### src/rtl/bt_cmd_decoder.sv
// Decodes UART command bytes into queued direction changes, pause/restart and link status.
// Latency: 1 cycle from rx_valid/step to every output; no backpressure, overflowing pushes are dropped and flagged.
module bt_cmd_decoder #(
    parameter int FIFO_DEPTH   = 4,
    parameter int LINK_TIMEOUT = 100_000_000,
    parameter int CNT_W        = 27
) (
    input  logic       clk,
    input  logic       rst,
    input  logic [7:0] rx_data,
    input  logic       rx_valid,
    input  logic       step,
    output logic [1:0] dir,
    output logic       pause,
    output logic       restart_pulse,
    output logic       cmd_err,
    output logic       fifo_full,
    output logic       link_alive
);

    localparam int               PW        = $clog2(FIFO_DEPTH);
    localparam logic [PW:0]      DEPTH_C   = (PW+1)'(FIFO_DEPTH);
    localparam logic [CNT_W-1:0] TIMEOUT_C = CNT_W'(LINK_TIMEOUT);

    logic [1:0]       mem_q [FIFO_DEPTH];
    logic [1:0]       mem_d [FIFO_DEPTH];
    logic [PW-1:0]    rd_ptr_q, rd_ptr_d;
    logic [PW-1:0]    wr_ptr_q, wr_ptr_d;
    logic [PW:0]      count_q, count_d;
    logic [1:0]       dir_q, dir_d;
    logic             pause_q, pause_d;
    logic             restart_pulse_q, restart_pulse_d;
    logic             cmd_err_q, cmd_err_d;
    logic [CNT_W-1:0] link_cnt_q, link_cnt_d;

    logic       is_dir, is_pause, is_restart;
    logic [1:0] dir_code;
    logic [7:0] upper;
    logic       pop, push_req, push_ok;
    logic [1:0] head;

    // Clearing bit 5 folds lowercase letters onto uppercase; no other byte aliases a command.
    always_comb begin
        upper      = rx_data & 8'hDF;
        is_dir     = 1'b0;
        is_pause   = 1'b0;
        is_restart = 1'b0;
        dir_code   = 2'b00;
        case (upper)
            8'h57:   begin is_dir = 1'b1; dir_code = 2'b00; end
            8'h53:   begin is_dir = 1'b1; dir_code = 2'b01; end
            8'h41:   begin is_dir = 1'b1; dir_code = 2'b10; end
            8'h44:   begin is_dir = 1'b1; dir_code = 2'b11; end
            8'h50:   is_pause   = 1'b1;
            8'h52:   is_restart = 1'b1;
            default: ;
        endcase
    end

    always_comb begin
        head     = mem_q[rd_ptr_q];
        pop      = step && !pause_q && (count_q != '0);
        push_req = rx_valid && is_dir;
        // A pop in the same cycle frees a slot, so a full FIFO still accepts the push.
        push_ok  = push_req && ((count_q != DEPTH_C) || pop);

        mem_d           = mem_q;
        rd_ptr_d        = rd_ptr_q;
        wr_ptr_d        = wr_ptr_q;
        count_d         = count_q;
        dir_d           = dir_q;
        pause_d         = pause_q;
        restart_pulse_d = 1'b0;
        cmd_err_d       = 1'b0;

        if (rx_valid)
            link_cnt_d = '0;
        else if (link_cnt_q < TIMEOUT_C)
            link_cnt_d = link_cnt_q + CNT_W'(1);
        else
            link_cnt_d = link_cnt_q;

        if (rx_valid && is_restart) begin
            rd_ptr_d        = '0;
            wr_ptr_d        = '0;
            count_d         = '0;
            dir_d           = 2'b11;
            pause_d         = 1'b0;
            restart_pulse_d = 1'b1;
        end else begin
            if (pop) begin
                rd_ptr_d = rd_ptr_q + PW'(1);
                // Opposite directions differ only in bit 0.
                if ((head ^ dir_q) != 2'b01)
                    dir_d = head;
            end
            if (push_ok) begin
                mem_d[wr_ptr_q] = dir_code;
                wr_ptr_d        = wr_ptr_q + PW'(1);
            end
            case ({push_ok, pop})
                2'b10:   count_d = count_q + (PW+1)'(1);
                2'b01:   count_d = count_q - (PW+1)'(1);
                default: count_d = count_q;
            endcase
            if (rx_valid && is_pause)
                pause_d = !pause_q;
            cmd_err_d = rx_valid && !is_pause && (!is_dir || !push_ok);
        end
    end

    always_ff @(posedge clk) begin
        if (rst) begin
            for (int i = 0; i < FIFO_DEPTH; i++) mem_q[i] <= 2'b00;
            rd_ptr_q        <= '0;
            wr_ptr_q        <= '0;
            count_q         <= '0;
            dir_q           <= 2'b11;
            pause_q         <= 1'b0;
            restart_pulse_q <= 1'b0;
            cmd_err_q       <= 1'b0;
            link_cnt_q      <= TIMEOUT_C;
        end else begin
            mem_q           <= mem_d;
            rd_ptr_q        <= rd_ptr_d;
            wr_ptr_q        <= wr_ptr_d;
            count_q         <= count_d;
            dir_q           <= dir_d;
            pause_q         <= pause_d;
            restart_pulse_q <= restart_pulse_d;
            cmd_err_q       <= cmd_err_d;
            link_cnt_q      <= link_cnt_d;
        end
    end

    assign dir           = dir_q;
    assign pause         = pause_q;
    assign restart_pulse = restart_pulse_q;
    assign cmd_err       = cmd_err_q;
    assign fifo_full     = (count_q == DEPTH_C);
    assign link_alive    = (link_cnt_q < TIMEOUT_C);

endmodule

### config.mk
export PLATFORM = sky130hd
export DESIGN_NAME = bt_cmd_decoder
export DESIGN_NICKNAME = d
export VERILOG_FILES = /design/src/rtl/bt_cmd_decoder.sv
export SDC_FILE = /design/constraint.sdc
export NUM_CORES = 1
export LEC_CHECK = 0
export BUFFER_PORTS_ARGS = -buffer_cell sky130_fd_sc_hd__buf_2
export CELL_PAD_IN_SITES_DETAIL_PLACEMENT = 0
export CELL_PAD_IN_SITES_GLOBAL_PLACEMENT = 1
export CORE_MARGIN = 1
export CORE_UTILIZATION = 46
export CTS_CLUSTER_DIAMETER = 200
export DETAILED_ROUTE_END_ITERATION = 10
export HOLD_SLACK_MARGIN = 0.06
export MAX_ROUTING_LAYER = met4
export PLACE_DENSITY_LB_ADDON = 0.1
export SYNTH_ARGS = -nofsm -noshare
export SYNTH_HDL_FRONTEND = slang
export SYNTH_SLANG_ARGS = --single-unit
### constraint.sdc
create_clock -name clk -period 3.1 [get_ports clk]
set_input_delay 0.31 -clock clk [delete_from_list [all_inputs] [get_ports clk]]
set_output_delay 0.31 -clock clk [all_outputs]
set_load 0.03 [all_outputs]
==> impl_metrics.py <==
metrics = {
    "synth": {
        "synth_cell_type_count": 61,
        "yosysTopAreaCellShare": 0.357,
        "synthesis.area_um2": 2630,
        "synth.ff_latch_count": 47,
        "ys_dominant_reg_cell": "sky130_fd_sc_hd__dfxtp_1",
        "synth-edff-count": 0,
        "most_used_standard_cell_by_instance_count_after_synthesis": "sky130_fd_sc_hd__dfxtp_1",
        "synth_area_per_cell_um2": 8.72,
        "top_cell_type_by_total_area_after_synthesis": "sky130_fd_sc_hd__dfxtp_1",
        "ys_top_cells_by_count": "47 x sky130_fd_sc_hd__dfxtp_1, 29 x sky130_fd_sc_hd__nand2_1, 26 x sky130_fd_sc_hd__nor2_1",
        "ys_async_sr_fraction": 0,
        "synth_warnings": 0,
        "postSynthNetCount": 321,
        "synth.top_cells.by_area": "sky130_fd_sc_hd__dfxtp_1 36%, sky130_fd_sc_hd__mux2i_1 4.9%, sky130_fd_sc_hd__nand2_1 4.1%, sky130_fd_sc_hd__nor2_1 3.7%, sky130_fd_sc_hd__ha_1 2.9%",
        "syn_inst": 302,
        "ys_seq_area_frac": 0.357,
    },
    "sta": {
        "period_minus_slack_ns": 2.35,
        "grt_setup_unrepaired": "no",
        "finalClockSkew_ns": 0.0164,
        "hold_viol": 0,
        "setup_slack_after_layout_ns": 0.746,
        "min_period_over_period": 0.759,
        "slew-limit-headroom": 0.651,
        "holdWs_ns": 0.320,
        "setup_total_negative_slack_ns": 0,
        "max_clock_freq_mhz": 425,
        "finalSetupViolCount": 0,
        "slew_violations": 0,
        "tightestPinTransition_ns": 0.510,
    },
    "placed_design": {
        "gpl.final_weighted_congestion": 0.819,
        "dp.cells": 382,
        "dp_hpwl_um": 4220,
        "buffer_ports.inserted": 17,
        "dpl_worst_slack_ns": 0.663,
    },
    "pwr": {
        "intPower_mw": 0.902,
        "switching_component_of_the_power_mw": 0.298,
        "clock_power_share": 0.388,
        "power_frac_seq": 0.529,
        "netSwitchingFraction": 0.248,
        "worst_vdd_ir_mv": 0.209,
        "cellLeakagePower_nw": 1.12,
        "powerDensity_nw_per_um2": 416,
        "power.combinational.fraction": 0.083,
    },
    "clocking": {
        "tritoncts_clock_tree": "yes",
        "cts.hold.buffers_added": 0,
        "post_cts_resize_count": 0,
        "number_of_buffers_created_by_cts": 5,
        "worstSkewPairLatency_ns": 0.31,
        "clock_path_buffers": 2,
        "cts-htree-levels": 2,
        "post-cts-setup-buffer-count": 0,
        "clk_root_buffer_cell": "sky130_fd_sc_hd__clkbuf_8",
        "clkTransAtPathRegs_ns": 0.09,
        "tritoncts_num_sinks": 47,
    },
    "status": {
        "status": "completed",
    },
    "final_layout": {
        "sequential_cell_area_um2": 941,
        "fill_cells": 523,
        "insertedDiodeCount": 0,
        "drive_above_1_share": 0.157,
        "final_util": 0.524,
        "finalNetCount": 336,
        "layout-area-overhead-vs-synth_pct": 9.64,
        "multi_input_area_um2": 1580,
        "stdcell_count": 390,
    },
    "critical_path": {
        "crit_type": "register to register",
        "worst_ep_required_time_ns": 3.29,
        "critical_path.startpoint_type": "register",
        "ff2ff_setup_slack_ns": 0.75,
        "crit_path_end_kind": "register",
        "cp_arrival_ns": 2.54,
        "crit_start": "count_q[2]$_SDFFE_PP0P_",
        "worst-r2r-cell-count": 12,
        "maximum_fanout_encountered_on_the_critical_timing_path": 8,
        "timing.rr.start": "count_q[2]$_SDFFE_PP0P_",
        "critical_path.reg2reg.endpoint": "count_q[2]$_SDFFE_PP0P_",
        "critPathCapture": "count_q[2]$_SDFFE_PP0P_",
    },
    "drt": {
        "wire_per_inst_um": 15.1,
        "count_of_nets_left_with_antenna_violations_after_detail_routing": 0,
        "topRoutingLayerUsed": "met4",
        "wirelength_um": 5900,
        "vias_per_cell": 5.72,
        "dr.pass1.iters": 4,
        "met1_length_um": 2760,
        "drtIter0Drc": 88,
        "dr_total_vias": 2229,
        "drc": 0,
        "met2WireLength_um": 2950,
        "met3_wirelength_um": 165,
    },
    "floorplan": {
        "rows": 27,
        "area_of_the_die_um2": 6030,
        "dieHeight_um": 77.7,
        "chipWidth_um": 77.7,
        "io_pins": 19,
        "core-area_um2": 5510,
        "start_util": 0.478,
    },
    "job": {
        "cap_viol_max_count": 0,
    },
    "global_routing": {
        "grt_antenna_before_repair": 0,
        "grt_pass1_vias": 2123,
        "grt_overflow_total": 0,
        "groute.usage.overall": 0.217,
        "grt_start_max_net_pins": 31,
        "grt_pass1_wl_um": 10100,
    },
    "min_path": {
        "min_delay_worst_type": "input pin to register",
    },
}
[sequential cells by signal, summed over array words and instances, names as in the netlist]
| name | cells |
|---|---|
| rd_ptr_q | 2 |
| cmd_err | 1 |
| count_q | 3 |
| link_cnt_q | 27 |
| mem_q | 8 |
| restart_pulse | 1 |
| dir | 2 |
| wr_ptr_q | 2 |
| pause | 1 |
[per-stage QoR]
stage | total power [mW] | instance area, um2
detailed placement | 0.749 | 2770
floorplan | 0.720 | 2630
CTS | 1.22 | 2890
finish | 1.20 | 2890
global route | 1.26 | 2890
global placement | 0.748 | 2770
[routing by layer]
metal	vias up	track usage
li1	1138	-
met1	1047	0.260
met2	42	0.374
met3	2	0.0424
met4	0	0.0509
met5	-	-
[final cells by class]
| class | count | area share |
|---|---|---|
| clock buffers | 5 | 0.0238 |
| repair buffers | 21 | 0.0399 |
| inverters | 12 | 0.0173 |
| flip-flops and latches | 47 | 0.326 |
| well taps | 72 | 0.0312 |
| clock inverters | 3 | 0.0160 |
| multi-input cells | 230 | 0.546 |
[critical path, cell delays in order, from the launching register on]
cell                        delay, ns
sky130_fd_sc_hd__dfxtp_1         0.37
sky130_fd_sc_hd__nor3b_1         0.26
sky130_fd_sc_hd__nor2b_1         0.27
sky130_fd_sc_hd__a2111oi_4       0.08
sky130_fd_sc_hd__buf_4           0.18
sky130_fd_sc_hd__inv_1           0.06
sky130_fd_sc_hd__ha_1            0.17
sky130_fd_sc_hd__inv_1           0.06
sky130_fd_sc_hd__fa_1            0.37
sky130_fd_sc_hd__xor2_1          0.15
sky130_fd_sc_hd__nor2_1          0.11
sky130_fd_sc_hd__xnor2_1         0.13
sky130_fd_sc_hd__nor2_1          0.05
[layout by cell type (no fill, tap or decap), types with 3 or more instances in the layout]
cell type / n
sky130_fd_sc_hd__ha_1: 6
sky130_fd_sc_hd__and2_1: 3
sky130_fd_sc_hd__o31ai_1: 3
sky130_fd_sc_hd__and3_1: 7
sky130_fd_sc_hd__or3_1: 6
sky130_fd_sc_hd__nand2b_1: 8
sky130_fd_sc_hd__nand4_1: 10
sky130_fd_sc_hd__a31o_2: 3
sky130_fd_sc_hd__nand3_1: 14
sky130_fd_sc_hd__or4_1: 4
sky130_fd_sc_hd__a311o_1: 3
sky130_fd_sc_hd__nor2b_1: 3
sky130_fd_sc_hd__inv_1: 11
sky130_fd_sc_hd__o311ai_0: 3
sky130_fd_sc_hd__dfxtp_1: 47
sky130_fd_sc_hd__xor2_1: 5
sky130_fd_sc_hd__nand2_1: 29
sky130_fd_sc_hd__buf_4: 4
sky130_fd_sc_hd__xnor2_1: 7
sky130_fd_sc_hd__a31oi_1: 7
sky130_fd_sc_hd__nor3_1: 5
sky130_fd_sc_hd__clkbuf_8: 5
sky130_fd_sc_hd__a21o_1: 5
sky130_fd_sc_hd__a21oi_1: 12
sky130_fd_sc_hd__nor4_1: 5
sky130_fd_sc_hd__mux2i_1: 13
sky130_fd_sc_hd__o21ai_0: 6
sky130_fd_sc_hd__nor2_1: 26
sky130_fd_sc_hd__buf_2: 17
[power by group through the flow]
stage          Sequential, mW  Clock (mW)  Combinational (mW)
2_1_floorplan           0.648           0              0.0726
3_3_place_gp            0.649           0              0.0985
3_5_place_dp            0.649           0               0.100
4_1_cts                 0.635       0.482               0.101
5_1_grt                 0.638       0.514               0.112
6_report                0.635       0.465              0.0997
[cells by family (layout without fill, tap and decap cells)]
| kind of cell | after synthesis | in the layout | share of synthesized area |
|---|---|---|---|
| compound gates | 56 | 56 | 0.162 |
| xor+xnor | 12 | 12 | 0.0399 |
| fa+ha+maj | 7 | 7 | 0.0361 |
| buf+inv | 25 | 41 | 0.0442 |
| flops | 47 | 47 | 0.357 |
| mux | 15 | 15 | 0.0665 |
| simple gates | 140 | 140 | 0.294 |
[how the worst min path moves through the flow]
stage                                      from                        to  slack (ns)  cells after the start
after floorplan           mem_q[2]$_SDFFE_PP0P_     mem_q[2]$_SDFFE_PP0P_        0.45                      2
after global placement      dir[0]$_SDFFE_PP1P_       dir[0]$_SDFFE_PP1P_        0.45                      2
after detailed placement    dir[0]$_SDFFE_PP1P_       dir[0]$_SDFFE_PP1P_        0.46                      2
after CTS                            rx_data[1]  restart_pulse$_SDFF_PP0_        0.31                      3
after global routing                 rx_data[1]  restart_pulse$_SDFF_PP0_        0.32                      3
final                                rx_data[1]  restart_pulse$_SDFF_PP0_        0.32                      3
Note: power is estimated with default switching activity, not from simulation.
